$ cat src/rtl/tr_light_monitor.sv
// Passive light-bus monitor: rebuilds the intersection phase from the EW/NS codes,
// checks order, dwell and safety, and reports sticky faults plus completed cycles.
module tr_light_monitor #(
    parameter int GREEN_CYC  = 6,
    parameter int YEL_CYC    = 2,
    parameter int ALLRED_CYC = 2,
    parameter int DW_W       = 8
) (
    input  logic       clk,
    input  logic       rst,
    input  logic [1:0] ew_lights,
    input  logic [1:0] ns_lights,
    input  logic       clr_err,
    output logic [2:0] phase,
    output logic       locked,
    output logic       err_conflict,
    output logic       err_code,
    output logic       err_seq,
    output logic       err_time,
    output logic       fault,
    output logic [7:0] cycle_cnt
);
    localparam logic [1:0]      RED    = 2'b00;
    localparam logic [1:0]      YEL    = 2'b01;
    localparam logic [1:0]      GRN    = 2'b10;
    localparam logic [1:0]      BAD    = 2'b11;
    localparam logic [DW_W-1:0] DW_MAX = '1;

    typedef enum logic {S_ACQUIRE, S_LOCKED} state_t;

    state_t          r_state, w_state;
    logic [2:0]      r_phase, w_phase;
    logic [DW_W-1:0] r_dwell, w_dwell;
    logic            r_first, w_first;
    logic [1:0]      r_last_ew, r_last_ns;
    logic            r_err_conflict, w_err_conflict;
    logic            r_err_code, w_err_code;
    logic            r_err_seq, w_err_seq;
    logic            r_err_time, w_err_time;
    logic            r_fault, w_fault;
    logic [7:0]      r_cycle_cnt, w_cycle_cnt;

    logic            w_change;
    logic            w_dec_ok;
    logic [2:0]      w_dec;
    logic [2:0]      w_succ;
    logic [DW_W-1:0] w_expect;

    // Decode the new observation; all-red is told apart by which yellow preceded it.
    always_comb begin
        // NOTE: every combinational output gets a default first so no path can infer a latch.
        w_dec_ok = 1'b1;
        w_dec    = 3'd0;
        case ({ns_lights, ew_lights})
            {GRN, RED}: w_dec = 3'd0;
            {YEL, RED}: w_dec = 3'd1;
            {RED, GRN}: w_dec = 3'd3;
            {RED, YEL}: w_dec = 3'd4;
            {RED, RED}: begin
                if (r_last_ns == YEL)      w_dec = 3'd2;
                else if (r_last_ew == YEL) w_dec = 3'd5;
                else                       w_dec_ok = 1'b0;
            end
            default:    w_dec_ok = 1'b0;
        endcase
    end

    always_comb begin
        case (r_phase)
            3'd0, 3'd3: w_expect = DW_W'(GREEN_CYC);
            3'd1, 3'd4: w_expect = DW_W'(YEL_CYC);
            default:    w_expect = DW_W'(ALLRED_CYC);
        endcase
    end

    assign w_change = {ew_lights, ns_lights} != {r_last_ew, r_last_ns};
    assign w_succ   = (r_phase == 3'd5) ? 3'd0 : r_phase + 3'd1;

    always_comb begin
        w_state        = r_state;
        w_phase        = r_phase;
        w_dwell        = r_dwell;
        w_first        = r_first;
        w_cycle_cnt    = r_cycle_cnt;
        w_err_seq      = r_err_seq;
        w_err_time     = r_err_time;
        w_err_code     = r_err_code | (ew_lights == BAD) | (ns_lights == BAD);
        w_err_conflict = r_err_conflict | ((ew_lights != RED) && (ns_lights != RED));

        case (r_state)
            S_ACQUIRE: begin
                if (w_change && w_dec_ok) begin
                    w_state = S_LOCKED;
                    w_phase = w_dec;
                    w_dwell = DW_W'(1);
                    w_first = 1'b1;
                end
            end
            default: begin
                if (!w_change) begin
                    if (!r_first && r_dwell == w_expect) w_err_time = 1'b1;
                    if (r_dwell != DW_MAX)               w_dwell    = r_dwell + DW_W'(1);
                end else begin
                    if (!r_first && r_dwell != w_expect) w_err_time = 1'b1;
                    if (!w_dec_ok || w_dec != w_succ) begin
                        w_err_seq = 1'b1;
                        w_state   = S_ACQUIRE;
                    end else begin
                        if (r_phase == 3'd5) w_cycle_cnt = r_cycle_cnt + 8'd1;
                        w_phase = w_succ;
                        w_dwell = DW_W'(1);
                        w_first = 1'b0;
                    end
                end
            end
        endcase

        // Clearing re-acquires from scratch and overrides anything detected this cycle.
        if (clr_err) begin
            w_state        = S_ACQUIRE;
            w_cycle_cnt    = r_cycle_cnt;
            w_err_conflict = 1'b0;
            w_err_code     = 1'b0;
            w_err_seq      = 1'b0;
            w_err_time     = 1'b0;
        end

        w_fault = w_err_conflict | w_err_code | w_err_seq | w_err_time;
    end

    // NOTE: synchronous active-low reset sits inside the clocked block, so it is not in the sensitivity list.
    always_ff @(posedge clk) begin
        if (!rst) begin
            r_state        <= S_ACQUIRE;
            r_phase        <= 3'd0;
            r_dwell        <= '0;
            r_first        <= 1'b0;
            r_last_ew      <= RED;
            r_last_ns      <= RED;
            r_err_conflict <= 1'b0;
            r_err_code     <= 1'b0;
            r_err_seq      <= 1'b0;
            r_err_time     <= 1'b0;
            r_fault        <= 1'b0;
            r_cycle_cnt    <= 8'd0;
        end else begin
            // NOTE: non-blocking assignments so every register updates from pre-edge values.
            r_state        <= w_state;
            r_phase        <= w_phase;
            r_dwell        <= w_dwell;
            r_first        <= w_first;
            r_last_ew      <= ew_lights;
            r_last_ns      <= ns_lights;
            r_err_conflict <= w_err_conflict;
            r_err_code     <= w_err_code;
            r_err_seq      <= w_err_seq;
            r_err_time     <= w_err_time;
            r_fault        <= w_fault;
            r_cycle_cnt    <= w_cycle_cnt;
        end
    end

    assign phase        = r_phase;
    assign locked       = (r_state == S_LOCKED);
    assign err_conflict = r_err_conflict;
    assign err_code     = r_err_code;
    assign err_seq      = r_err_seq;
    assign err_time     = r_err_time;
    assign fault        = r_fault;
    assign cycle_cnt    = r_cycle_cnt;
endmodule
$ cat config.mk
export PLATFORM = sky130hd
export DESIGN_NAME = tr_light_monitor
export DESIGN_NICKNAME = d
export VERILOG_FILES = /design/src/rtl/tr_light_monitor.sv
export SDC_FILE = /design/constraint.sdc
export NUM_CORES = 1
export LEC_CHECK = 0
export CORE_MARGIN = 2
export CORE_UTILIZATION = 55
export DETAILED_ROUTE_END_ITERATION = 7
export PLACE_DENSITY = 0.89
export SKIP_CTS_REPAIR_TIMING = 1
export SYNTH_ARGS = -nofsm -noshare
export SYNTH_HDL_FRONTEND = slang
export SYNTH_SLANG_ARGS = --single-unit
$ cat constraint.sdc
create_clock -name clk -period 3.3 [get_ports clk]
set_clock_uncertainty 0.05 [all_clocks]
set_input_delay 0.825 -clock clk [delete_from_list [all_inputs] [get_ports clk]]
set_output_delay 0.825 -clock clk [all_outputs]
set_load 0.01 [all_outputs]
# Word level (Yosys, flattened, before mapping)
# Index checks and enable logic that the tools add are counted.
[totals]
wordCells = 97
output_inout_bits = 17
regBits = 30
inputBits = 7
[op_classes]
n_addsub = 3
n_eq_ne = 19
n_reduce_logical = 18
muxes = 36
n_bitwise = 9
[op_table]
columns = ["cell", "count"]
rows = [
  ["two-way mux 8 bit", 5],
  ["two-way mux 3 bit", 8],
  ["two-way mux 1 bit", 21],
  ["adder 8 x 1 -> 8 bit, second input constant", 2],
  ["case mux 3 bit (4 select lines)", 1],
  ["equality test 8 bit", 1],
  ["!= test 8 bit", 1],
  ["!= test 8 bit, second input constant", 1],
  ["bitwise OR 1 bit", 6],
  ["AND reduction 3 bit", 2],
  ["nonzero test 2 bit", 3],
  ["AND reduction 5 bit", 1],
  ["equality test 2 x 1 -> 1 bit, second input constant", 2],
  ["equality test 2 bit, second input constant", 2],
  ["equality test 4 x 1 -> 1 bit, second input constant", 1],
  ["equality test 4 x 2 -> 1 bit, second input constant", 1],
  ["equality test 4 x 3 -> 1 bit, second input constant", 1],
  ["equality test 4 bit, second input constant", 1],
  ["logical AND 1 bit", 4],
  ["logical NOT 4 bit", 1],
  ["!= test 4 bit", 1],
  ["OR reduction 2 bit", 2],
  ["OR reduction 4 bit", 1],
  ["adder 3 x 1 -> 3 bit, second input constant", 1],
  ["other kinds (12)", 15],
]

# Longest topological paths before layout
# Gate-level depths: netlist of the first run.
[logic_depth]
word_depth = 12
ltp_mapped = 9
mapped_depth_nobuf = 8

# Least setup slack after synthesis of the first run
# Ideal clock, no wire load.
[synth_path]
path_type = "input to register"
startpoint = "in ns_lights[1]"
endpoint = "reg r_cycle_cnt[7] (netlist: cycle_cnt[7])"
path_slack_ns = 0.605
arrival_time_ns = 2.514
stages = 8
path_cell_list = "buf_4 maj3_2 a311o_1 a2bb2oi_4 o2111ai_2 buf_6 o311ai_2 o41ai_2"
[synth_between]
elab_chain_cells = 7
word_cells_on_any_way = 14
classes_between = "6 x eq/ne; 2 x mux; 1 x bitwise; 5 x reduce/logical"
[synth_lines]
columns = ["element", "line", "text"]
rows = [
  ["start: declaration", "12", "input logic [1:0] ns_lights,"],
  ["equality test 4 x 1 -> 1 bit, or another cell as far along", "54", "case ({ns_lights, ew_lights})"],
  ["OR reduction 4 bit (no line)", "--", ""],
  ["case mux 1 bit (2 select lines)", "54", ""],
  ["logical NOT 1 bit", "105", "if (!w_dec_ok || w_dec != w_succ) begin"],
  ["logical OR 1 bit", "105", ""],
  ["NOT 1 bit (no line)", "--", ""],
  ["AND reduction 5 bit (no line) (*)", "--", ""],
  ["end signal: assignment", "159", "r_cycle_cnt <= w_cycle_cnt;"],
  ["end: declaration", "41", "logic [7:0] r_cycle_cnt, w_cycle_cnt;"],
]
# Mark *: on every way between the ends. The rest lies on a longest branch, timed or not.
# A chain may end at the register's enable or synchronous reset.

# Worst setup path in the final report of the first run
[layout_path]
startpoint = "in ns_lights[1]"
endpoint = "reg r_dwell[5]"
[layout_between]
elab_chain_cells = 7
word_cells_on_any_way = 19
classes_between = "8 x eq/ne; 4 x mux; 7 x reduce/logical"
[layout_lines]
columns = ["element", "line", "text"]
rows = [
  ["equality test 4 x 1 -> 1 bit, or another cell as far along", "54", ""],
  ["OR reduction 4 bit (no line)", "--", ""],
  ["case mux 1 bit (2 select lines)", "54", ""],
  ["logical NOT 1 bit", "105", ""],
  ["logical OR 1 bit", "105", ""],
  ["!= test 3 bit (no line)", "--", ""],
  ["AND reduction 3 bit (no line)", "--", ""],
  ["end signal: assignment", "150", "r_dwell <= w_dwell;"],
  ["end: declaration", "33", "logic [DW_W-1:0] r_dwell, w_dwell;"],
]
# Several ways; a longest one is shown, not always the timed one.

==> results.toml, run 1 <==
[cells_and_area]
final_util_pct = 70.3
fill_cells = 242
multi_input_area_sq_um = 1160
fin_nets = 263
antenna_cells = 0
fin_cells = 299
drive_gt1_share_pct = 16.6
final_cell_mix = "dfxtp_1 (30), clkdlybuf4s50_1 (23), nand2_1 (20)"
final_common_cell = "dfxtp_1"
seqCellArea_sq_um = 601
synthToLayoutAreaGrowth_pct = 24.1

[critical_path]
critical_path_class = "in -> reg"
worstSetupStartpointType = "input port"
worstReg2RegStart = "phase[0]"
crit_start = "ns_lights[1]"
max_stage_delay_ps = 470
endpoint_kind = "flip-flop"
slowest_stage = "clkdlybuf4s50_1"
cp.arrival_ps = 3130
worst-path-max-fanout = 7
crit_top_cell = "buf_4"
cp_cell_sequence = "clkdlybuf4s50_1, buf_4, nor3_2, o21ai_0, a22oi_1, buf_4, o211ai_2, buf_4, o21ai_1, nor3_1"
worstPathRequired_ps = 3460

[timing]
fmax_mhz = 337
relSlewSlack_pct = 71.2
drv_slew = 0
setup_viol = 0
setup_slack_ps = 333
fin_crit_ps = 2970
min_period_over_period_pct = 89.9
hold_viol = 0
rsz0062_at_grt = "no"
setup_tns_ps = 0
tightest_slew_ps = 431

[logic_synthesis]
synth_area_sq_um = 1860
synth_edf_count = 0
synth_cell_types = 55
ys_seq_area_share_pct = 32.3
synthArstFlopShare_pct = 0
yosys_warnings = 0
synth_seq_cells = 30
syn_area_per_cell_sq_um = 8.62
synth_ff_type = "dfxtp_1"
synth_fp_nets = 227
netlist_instances = 216

[clock_tree]
clk_latency_ps = 330
cts_sinks = 30
cts-root-buf = "clkbuf_4"
cts_max_level = 2
cts_buffers = 5
tritoncts = "done"
cts_buffer_depth = 2
clkSlewWorstSetupHoldPaths_ps = 90

[detailed_routing]
drt_pass1_iterations = 5
drc = 0
ant_nets = 0
dr_total_vias = 1770
vias_per_cell = 5.92
drtIter0Drc = 165
routedWlPerCell_um = 14.5
finalWirelength_mm = 4.33

[flow_run]
drv_cap = 0

[placed_design]
portBuffers = 23
dp_hpwl_mm = 3.25
place_inst = 291
place_worst_setup_slack_ps = 45.2
place_congestion = 0.927

[floorplan]
coreArea_sq_um = 3280
die_h_um = 62.2
dieArea_sq_um = 3870
die_w_um = 62.2
start_util_pct = 56.7
rows = 21
ioPinCount = 24

[status]
outcome = "completed"

[global_routing]
overflow = 0
grt_pass1_wl_mm = 7.34
antenna_found_initial = 0
track_usage_pct = 23.5
grt_pass1_vias = 1630
grt_max_degree = 17

[power]
p_leak_nw = 0.883
irDropWorstVdd_mv = 0.223
power_w = 0.000782
p_per_area_nw_per_um2 = 339

[worst_hold_path]
min_path_type = "reg -> reg"
min_from = "err_conflict"
## cells by family (layout without fill, tap and decap cells)
logic type | count (synthesis) | after routing | synth area share (%)
compound gates | 60 | 60 | 27.7
xor+xnor | 7 | 7 | 3.29
fa+ha+maj | 5 | 5 | 3.29
buf+inv | 21 | 58 | 5.17
flops | 30 | 30 | 32.3
mux | 6 | 6 | 3.29
simple gates | 87 | 87 | 25.0
## worst paths after layout
path                            depth (start not counted)  slack [ps]      endpoint
worst min-delay path                                    2         420  err_conflict
worst max-delay path                                   10         330    r_dwell[5]
worst max register to register                          9         760    r_dwell[5]
worst min register to register                          2         420  err_conflict
## power breakdown
part / internal [W] / switching (W)
Combinational: 0.0000586 / 0.0000685
Sequential: 0.000371 / 0.00000988
Clock: 0.000145 / 0.000128
Total: 0.000575 / 0.000207
## state kept, by name (all words and copies together) (netlist names)
name / count
cycle_cnt: 8
err_code: 1
err_conflict: 1
err_seq: 1
err_time: 1
fault: 1
locked: 1
phase: 3
r_dwell: 8
r_first: 1
r_last_ew: 2
r_last_ns: 2
## synthesized netlist by cell type, drive strengths merged (3+ instances only)
library cell | instances | area share [%]
nor2 | 15 | 3.0
buf | 7 | 2.4
nand2b | 10 | 3.4
and3 | 5 | 1.7
clkbuf | 4 | 0.81
o21a | 4 | 1.6
a31oi | 3 | 1.0
o41ai | 4 | 3.5
nor4 | 4 | 1.7
mux2i | 5 | 2.7
o2111ai | 3 | 1.7
and2 | 5 | 1.7
nand3 | 7 | 1.9
xor2 | 6 | 2.8
ha | 4 | 2.7
o311ai | 5 | 4.0
nand2 | 20 | 4.0
o21ai | 14 | 3.8
inv | 10 | 2.0
or3 | 6 | 2.0
dfxtp | 30 | 32
a21oi | 8 | 2.2
nor3 | 6 | 1.9
nor2b | 3 | 1.0
## layer usage
metal | routed length (um) | global-route usage (%) | share of wire, %
met1 | 1910 | 29.4 | 44
met3 | 243 | 5.98 | 5.6
met4 | 75 | 8.89 | 1.7
met5 | 0 | 0 | 0
met2 | 2090 | 39.1 | 48
## through the flow
stage	hold WS, ps	instance area, sq um
after floorplan	407	1860
after global placement	405	2230
after detailed placement	408	2230
after CTS	422	2310
after global routing	447	2310
final	418	2310
## layout make-up
type / count / share of cell area (%)
Clock buffer: 8 / 3.41
Inverter: 10 / 1.63
Multi-Input combinational cell: 165 / 50.4
Sequential cell: 30 / 26.0
Tap cell: 46 / 2.49
Timing Repair Buffer: 40 / 16.0
## critical path: cells and delay by family
family / cells / cell delay (ps)
buffers and inverters: 4 / 1050
AOI/OAI and AO/OA: 4 / 890
and+or+nand+nor: 2 / 350
No activity file was read; power rests on OpenSTA's default activity.
==> run 2: changes to the inputs <==
Settings changed: CAP_MARGIN from default to 20.
==> results of run 2 <==
No change in the layout: final DEF, timing and power equal those of run 1.
==> run 3: changes to the inputs <==
Settings changed: CAP_MARGIN 20 to 25.
==> results of run 3 <==
No change in the layout: final DEF, timing and power equal those of run 1.
